<file path="src/rtl/ss_modulator.sv">
// Spread-spectrum BPSK modulator: carrier NCO with sine lookup, chip NCO driving a
// Galois PRN generator, and a 32-bit data shifter reloaded once per 32 PRN epochs.
module ss_modulator (
  input  logic        clk,
  input  logic        rst,
  input  logic [31:0] addr,
  input  logic [31:0] Wdata,
  input  logic        write,
  input  logic        read,
  output logic [31:0] Rdata,
  input  logic        SampleTick,
  output logic [15:0] DAC,
  output logic        PushDAC,
  output logic        EpochSeen
);

  localparam logic [31:0] A_CONTROL  = 32'hFE00_0800;
  localparam logic [31:0] A_SAMPLES  = 32'hFE00_0804;
  localparam logic [31:0] A_CAR_ADD  = 32'hFE00_0830;
  localparam logic [31:0] A_CAR_PH   = 32'hFE00_0834;
  localparam logic [31:0] A_CAR_ADJ  = 32'hFE00_0838;
  localparam logic [31:0] A_CHIP_FRQ = 32'hFE00_0A30;
  localparam logic [31:0] A_CHIP_PH  = 32'hFE00_0A34;
  localparam logic [31:0] A_CHIP_ADJ = 32'hFE00_0A38;
  localparam logic [31:0] A_PRN      = 32'hFE00_0A3C;
  localparam logic [31:0] A_TXDATA   = 32'hFE00_0C30;
  localparam logic [31:0] A_TXSTAT   = 32'hFE00_0C34;
  localparam logic [31:0] A_BITCNT   = 32'hFE00_0C38;

  logic        run;
  logic [31:0] sample_count, carrier_add, carrier_phase, carrier_adj;
  logic [31:0] chip_freq, chip_phase, chip_adj, tx_data, tx_shift;
  logic [3:0]  prn_hob;
  logic [13:0] prn_poly, prn_value;
  logic [4:0]  bit_count;
  logic        buf_full, underflow, epoch_flag;
  logic [15:0] sv_r;
  logic        s_r, vld_r;

  // Quarter-wave parabola: idx 0..8191 spans 0..pi/2, peak 32767.
  function automatic logic [15:0] sine_lut(input logic [12:0] idx);
    logic [27:0] p;
    p = {15'd0, idx} * (28'd16384 - {15'd0, idx});
    return p[26:11];
  endfunction

  logic        advance, chip_edge, epoch, wrap, status_rd, chip_bit, sgn;
  logic [1:0]  q;
  logic [12:0] v;
  logic [15:0] value_ext, t_full;
  logic [13:0] t, prn_next;
  logic [31:0] carrier_sum, chip_sum;

  always_comb begin
    advance     = run & SampleTick;
    q           = carrier_phase[31:30];
    v           = q[0] ? ~carrier_phase[29:17] : carrier_phase[29:17];
    value_ext   = {2'b00, prn_value};
    chip_bit    = value_ext[prn_hob];
    t_full      = value_ext & ~(16'd1 << prn_hob);
    t           = {t_full[12:0], 1'b0};
    prn_next    = chip_bit ? (t ^ prn_poly) : t;
    carrier_sum = carrier_phase + carrier_adj + carrier_add;
    chip_sum    = chip_phase + chip_adj + chip_freq;
    chip_edge   = advance & ~chip_phase[31] & chip_sum[31];
    epoch       = chip_edge & (prn_next == 14'h0001);
    wrap        = epoch & (bit_count == 5'd31);
    status_rd   = read & (addr == A_TXSTAT);
    sgn         = q[1] ^ chip_bit ^ tx_shift[31];
  end

  always_comb begin
    Rdata = 32'd0;
    if (rst && read) begin
      case (addr)
        A_CONTROL:  Rdata = {31'd0, run};
        A_SAMPLES:  Rdata = sample_count;
        A_CAR_ADD:  Rdata = carrier_add;
        A_CAR_PH:   Rdata = carrier_phase;
        A_CAR_ADJ:  Rdata = carrier_adj;
        A_CHIP_FRQ: Rdata = chip_freq;
        A_CHIP_PH:  Rdata = chip_phase;
        A_CHIP_ADJ: Rdata = chip_adj;
        A_PRN:      Rdata = {prn_hob, prn_poly, prn_value};
        A_TXDATA:   Rdata = tx_data;
        A_TXSTAT:   Rdata = {29'd0, epoch_flag, underflow, buf_full};
        A_BITCNT:   Rdata = {27'd0, bit_count};
        default:    Rdata = 32'd0;
      endcase
    end
  end

  always_ff @(posedge clk) begin
    if (!rst) begin
      run <= 1'b0;           sample_count <= '0;  carrier_add <= '0;
      carrier_phase <= '0;   carrier_adj <= '0;   chip_freq <= '0;
      chip_phase <= '0;      chip_adj <= '0;      prn_hob <= '0;
      prn_poly <= '0;        prn_value <= '0;     tx_data <= '0;
      tx_shift <= '0;        bit_count <= '0;     buf_full <= 1'b0;
      underflow <= 1'b0;     epoch_flag <= 1'b0;  sv_r <= '0;
      s_r <= 1'b0;           vld_r <= 1'b0;       DAC <= '0;
      PushDAC <= 1'b0;       EpochSeen <= 1'b0;
    end else begin
      if (advance) begin
        carrier_phase <= carrier_sum;
        chip_phase    <= chip_sum;
        carrier_adj   <= '0;
        chip_adj      <= '0;
        sample_count  <= sample_count + 32'd1;
        sv_r          <= sine_lut(v);
        s_r           <= sgn;
        if (chip_edge) prn_value <= prn_next;
      end
      if (epoch) begin
        bit_count <= bit_count + 5'd1;
        tx_shift  <= tx_shift << 1;
        if (wrap) begin
          tx_shift <= buf_full ? tx_data : 32'd0;
          if (buf_full) buf_full  <= 1'b0;
          else          underflow <= 1'b1;
        end
      end
      // Status read-clear loses to a same-cycle set event.
      if (status_rd) begin
        if (!(wrap && !buf_full)) underflow <= 1'b0;
        if (!epoch)               epoch_flag <= 1'b0;
      end
      if (epoch) epoch_flag <= 1'b1;

      // Register writes land last so they override same-cycle advance updates.
      if (write) begin
        case (addr)
          A_CONTROL:  run           <= Wdata[0];
          A_SAMPLES:  sample_count  <= Wdata;
          A_CAR_ADD:  carrier_add   <= Wdata;
          A_CAR_PH:   carrier_phase <= Wdata;
          A_CAR_ADJ:  carrier_adj   <= Wdata;
          A_CHIP_FRQ: chip_freq     <= Wdata;
          A_CHIP_PH:  chip_phase    <= Wdata;
          A_CHIP_ADJ: chip_adj      <= Wdata;
          A_PRN:      {prn_hob, prn_poly, prn_value} <= Wdata;
          A_TXDATA: begin
            tx_data  <= Wdata;
            buf_full <= 1'b1;
          end
          default: ;
        endcase
      end

      vld_r     <= advance;
      PushDAC   <= vld_r;
      EpochSeen <= epoch;
      if (vld_r) DAC <= s_r ? -sv_r : sv_r;
    end
  end

endmodule

</file>
<file path="config.mk">
export PLATFORM = sky130hd
export DESIGN_NAME = ss_modulator
export DESIGN_NICKNAME = d
export VERILOG_FILES = /design/src/rtl/ss_modulator.sv
export SDC_FILE = /design/constraint.sdc
export NUM_CORES = 2
export LEC_CHECK = 0
export BUFFER_PORTS_ARGS = -buffer_cell sky130_fd_sc_hd__buf_2
export CAP_MARGIN = 0
export CORE_MARGIN = 4
export CORE_UTILIZATION = 60
export DETAILED_ROUTE_END_ITERATION = 12
export GPL_TIMING_DRIVEN = 0
export PLACE_DENSITY = 0.75
export SETUP_SLACK_MARGIN = 0.15
export SLEW_MARGIN = 20
export SYNTH_ARGS = -nofsm -noshare
export SYNTH_HDL_FRONTEND = slang
export SYNTH_SLANG_ARGS = --single-unit
export TNS_END_PERCENT = 5
</file>
<file path="constraint.sdc">
create_clock -name clk -period 12.35 [get_ports clk]
set_input_delay 1.235 -clock clk [delete_from_list [all_inputs] [get_ports clk]]
set_output_delay 1.235 -clock clk [all_outputs]
set_load 0.03 [all_outputs]
</file>
==> results.sh <==
export IMPL_start_util_pct=60.9
export IMPL_grt_max_degree=14
export IMPL_cap_violations=0
export IMPL_pin_count=119
export IMPL_post_cts_setup_buffers=0
export IMPL_firstDrtPassIters=13
export IMPL_cts_sinks=365
export IMPL_row_count=78
export IMPL_power_mw=2.65
export IMPL_final_nets=4012
export IMPL_layout_drive_gt1_share_pct=5.46
export IMPL_port_buffers=84
export IMPL_h_tree_depth=2
export IMPL_avgRoutedWirePerCell_um=25.3
export IMPL_synth_seq_cells=365
export IMPL_finalWirelength_um=106000
export IMPL_die_h_um=223
export IMPL_grt_overflow_total=0
export IMPL_status="complete, no violations"
export IMPL_cp_end_kind="flop"
export IMPL_critPathKind="flop to flop"
export IMPL_cts_tree="done"
export IMPL_yosysUniqueCellTypes=84
export IMPL_synth_edff_count=0
export IMPL_rsz0062_at_grt="no"
export IMPL_grt_use_total_pct=41.3
export IMPL_final_cell_mix="465 x nand2_1, 365 x dfxtp_1, 289 x a21oi_1, 280 x nor2_1, 254 x inv_1"
export IMPL_slew_headroom_pct=11.3
export IMPL_critPathLaunchType="flop"
export IMPL_die_w_um=223
export IMPL_fin_crit_sh_pct=77.0
export IMPL_first_iter_violations=3392
export IMPL_path_buf_inv=8
export IMPL_hold_violations=0
export IMPL_timing_final_crit_period_ns=9.51
export IMPL_postSynthAreaPerCell_sq_um=8.09
export IMPL_clockBufferDepth=3
export IMPL_n_fill_cell=3937
export IMPL_async_reset_ff_share_pct=0
export IMPL_critPathMaxStageDelay_ns=0.59
export IMPL_tightest_slew_ns=1.33
export IMPL_cp_top_family="adder cells"
export IMPL_final_setup_worst_slack_ns=2.84
export IMPL_postRouteAntennaNets=0
export IMPL_drc=0
export IMPL_hold_buffers=0
export IMPL_dp_worst_setup_slack_ns=2.94
export IMPL_arrival_ns=10.00
export IMPL_via_per_inst=6.54
export IMPL_max_freq_mhz=105
export IMPL_tns_ns=0
export IMPL_final_common_cell="nand2_1"
export IMPL_peakVddDrop_v=0.000116
export IMPL_crit_required_ns=12.83
export IMPL_vias=27500
export IMPL_setup_viol=0
export IMPL_worstPathMaxFanout=10
export IMPL_gp_congestion=1.07
export IMPL_fin_worst_skew_ns=0.0241
export IMPL_grt_pass1_wl_um=158000
export IMPL_powerDensity_nw_per_um2=86.8
export IMPL_p_leak_nw=12.2
export IMPL_grt_pass1_vias=26700
export IMPL_cts_clk_slew_worst_paths_ns=0.06
export IMPL_clk_latency_ns=0.62
export IMPL_slowest_stage="clkbuf_1"
export IMPL_synth_area_sq_um=27800
export IMPL_yosys_warnings=0
export IMPL_synth_cells=3434
export IMPL_post_cts_resized=0
export IMPL_dieArea_sq_um=49800
export IMPL_area_growth_pct=9.82
export IMPL_whs_ns=0.459
export IMPL_cts_root_buf="clkbuf_16"
export IMPL_hold_path_class="flop to flop"
export IMPL_core_area_sq_um=45600
export IMPL_dp_hpwl_um=83200
export IMPL_grt_antenna_before_repair=2
export IMPL_ys_dominant_reg_cell="dfxtp_1"
export IMPL_crit_top_cell="fa_1"
export IMPL_cts_buffers=42
export IMPL_slew_viol_final=0
export IMPL_ys_seq_area_share_pct=26.3
cells by family (layout without fill, tap and decap cells):
family / after synthesis / count (layout) / share of synthesized area (%)
other cells: 2 / 14 / 0.0270
fa+ha+maj: 369 / 369 / 22.1
mux: 25 / 25 / 0.991
xor+xnor: 143 / 143 / 4.54
simple gates: 1195 / 1195 / 19.4
buf+inv: 522 / 684 / 7.15
compound gates: 813 / 813 / 19.5
flops: 365 / 365 / 26.3
cell usage after synthesis (8+ instances only):
master | n | area [sq um]
o311ai_1 | 10 | 87.6
a41oi_1 | 33 | 289
o211ai_1 | 11 | 82.6
nor4_1 | 11 | 68.8
nor2b_1 | 9 | 56.3
nand2_1 | 465 | 1750
clkbuf_1 | 232 | 871
o21ai_0 | 111 | 556
ha_1 | 167 | 2090
a222oi_1 | 61 | 611
nand4_1 | 30 | 188
nor2_1 | 280 | 1050
o31ai_1 | 13 | 97.6
a211oi_2 | 8 | 100
xnor2_1 | 85 | 744
nor3_1 | 37 | 185
a221oi_1 | 8 | 70.1
fa_1 | 202 | 4040
xor2_1 | 57 | 499
inv_1 | 254 | 953
mux2i_1 | 23 | 230
nand2b_1 | 79 | 494
buf_2 | 10 | 50.1
and2_1 | 19 | 119
a21oi_1 | 289 | 1450
a21o_1 | 28 | 210
o21ai_1 | 12 | 60.1
o21a_1 | 9 | 67.6
or3_1 | 15 | 93.8
a211oi_1 | 96 | 721
and3_1 | 32 | 200
a311oi_1 | 19 | 166
a31oi_1 | 23 | 144
a22oi_1 | 29 | 218
buf_1 | 22 | 82.6
nand3_1 | 185 | 926
dfxtp_1 | 365 | 7310
sequential cells by signal, indices dropped and copies added, names as in the netlist, 4 cells and up:
name,flops
carrier_add,32
carrier_adj,32
carrier_phase,32
chip_adj,32
chip_freq,32
chip_phase,32
sample_count,32
tx_data,32
tx_shift,32
DAC,16
sv_r,16
prn_poly,14
prn_value,14
bit_count,5
prn_hob,4
metrics by stage:
stage | util [%] | instance area, sq um | cells
floorplan | - | 27800 | 3445
global placement | 63.6 | 29000 | 4129
detailed placement | 63.6 | 29000 | 4130
CTS | 66.9 | 30500 | 4207
global route | 66.9 | 30500 | 4208
finish | 66.9 | 30500 | 4208
tightest hold or removal path: cells and delay by family (launching register included):
family / cells / cell delay, ns
AOI/OAI and AO/OA: 1 / 0.06
buffers and inverters: 1 / 0.06
DFF: 1 / 0.29
per-layer routing:
metal	up-vias	track usage, %	share of wire, %
li1	12100	-	-
met1	13100	48.4	35
met2	1686	62.9	43
met3	531	10.2	10
met4	2	36.7	11
met5	-	0	0.011
area by class of cell:
class                           count  area, sq um  area share (%)
Antenna cell                        1         2.50         0.00820
Buffer                            267         1030            3.38
Clock buffer                       56         1200            3.95
Clock inverter                     21          288           0.944
Inverter                          255          957            3.14
Multi-Input combinational cell   2558        18500            60.8
Sequential cell                   365         7310            24.0
Tap cell                          600          751            2.46
Timing Repair Buffer               85          425            1.39
report_power, final:
group	internal (mW)	leakage (nW)	switching, mW
clock	0.798	0.738	0.570
combinational	0.0197	8.54	0.0812
sequential	1.18	2.94	0.000000000373
path summary, 6_finish.rpt:
path | depth (start not counted) | start | slack (ns) | to
min | 2 | tx_shift[14] | 0.46 | tx_shift[14]
max | 28 | carrier_phase[30] | 2.84 | sv_r[14]
min reg2reg | 2 | tx_shift[14] | 0.46 | tx_shift[14]
max reg2reg | 28 | carrier_phase[30] | 2.84 | sv_r[14]
Note: power is estimated with default switching activity, not from simulation.
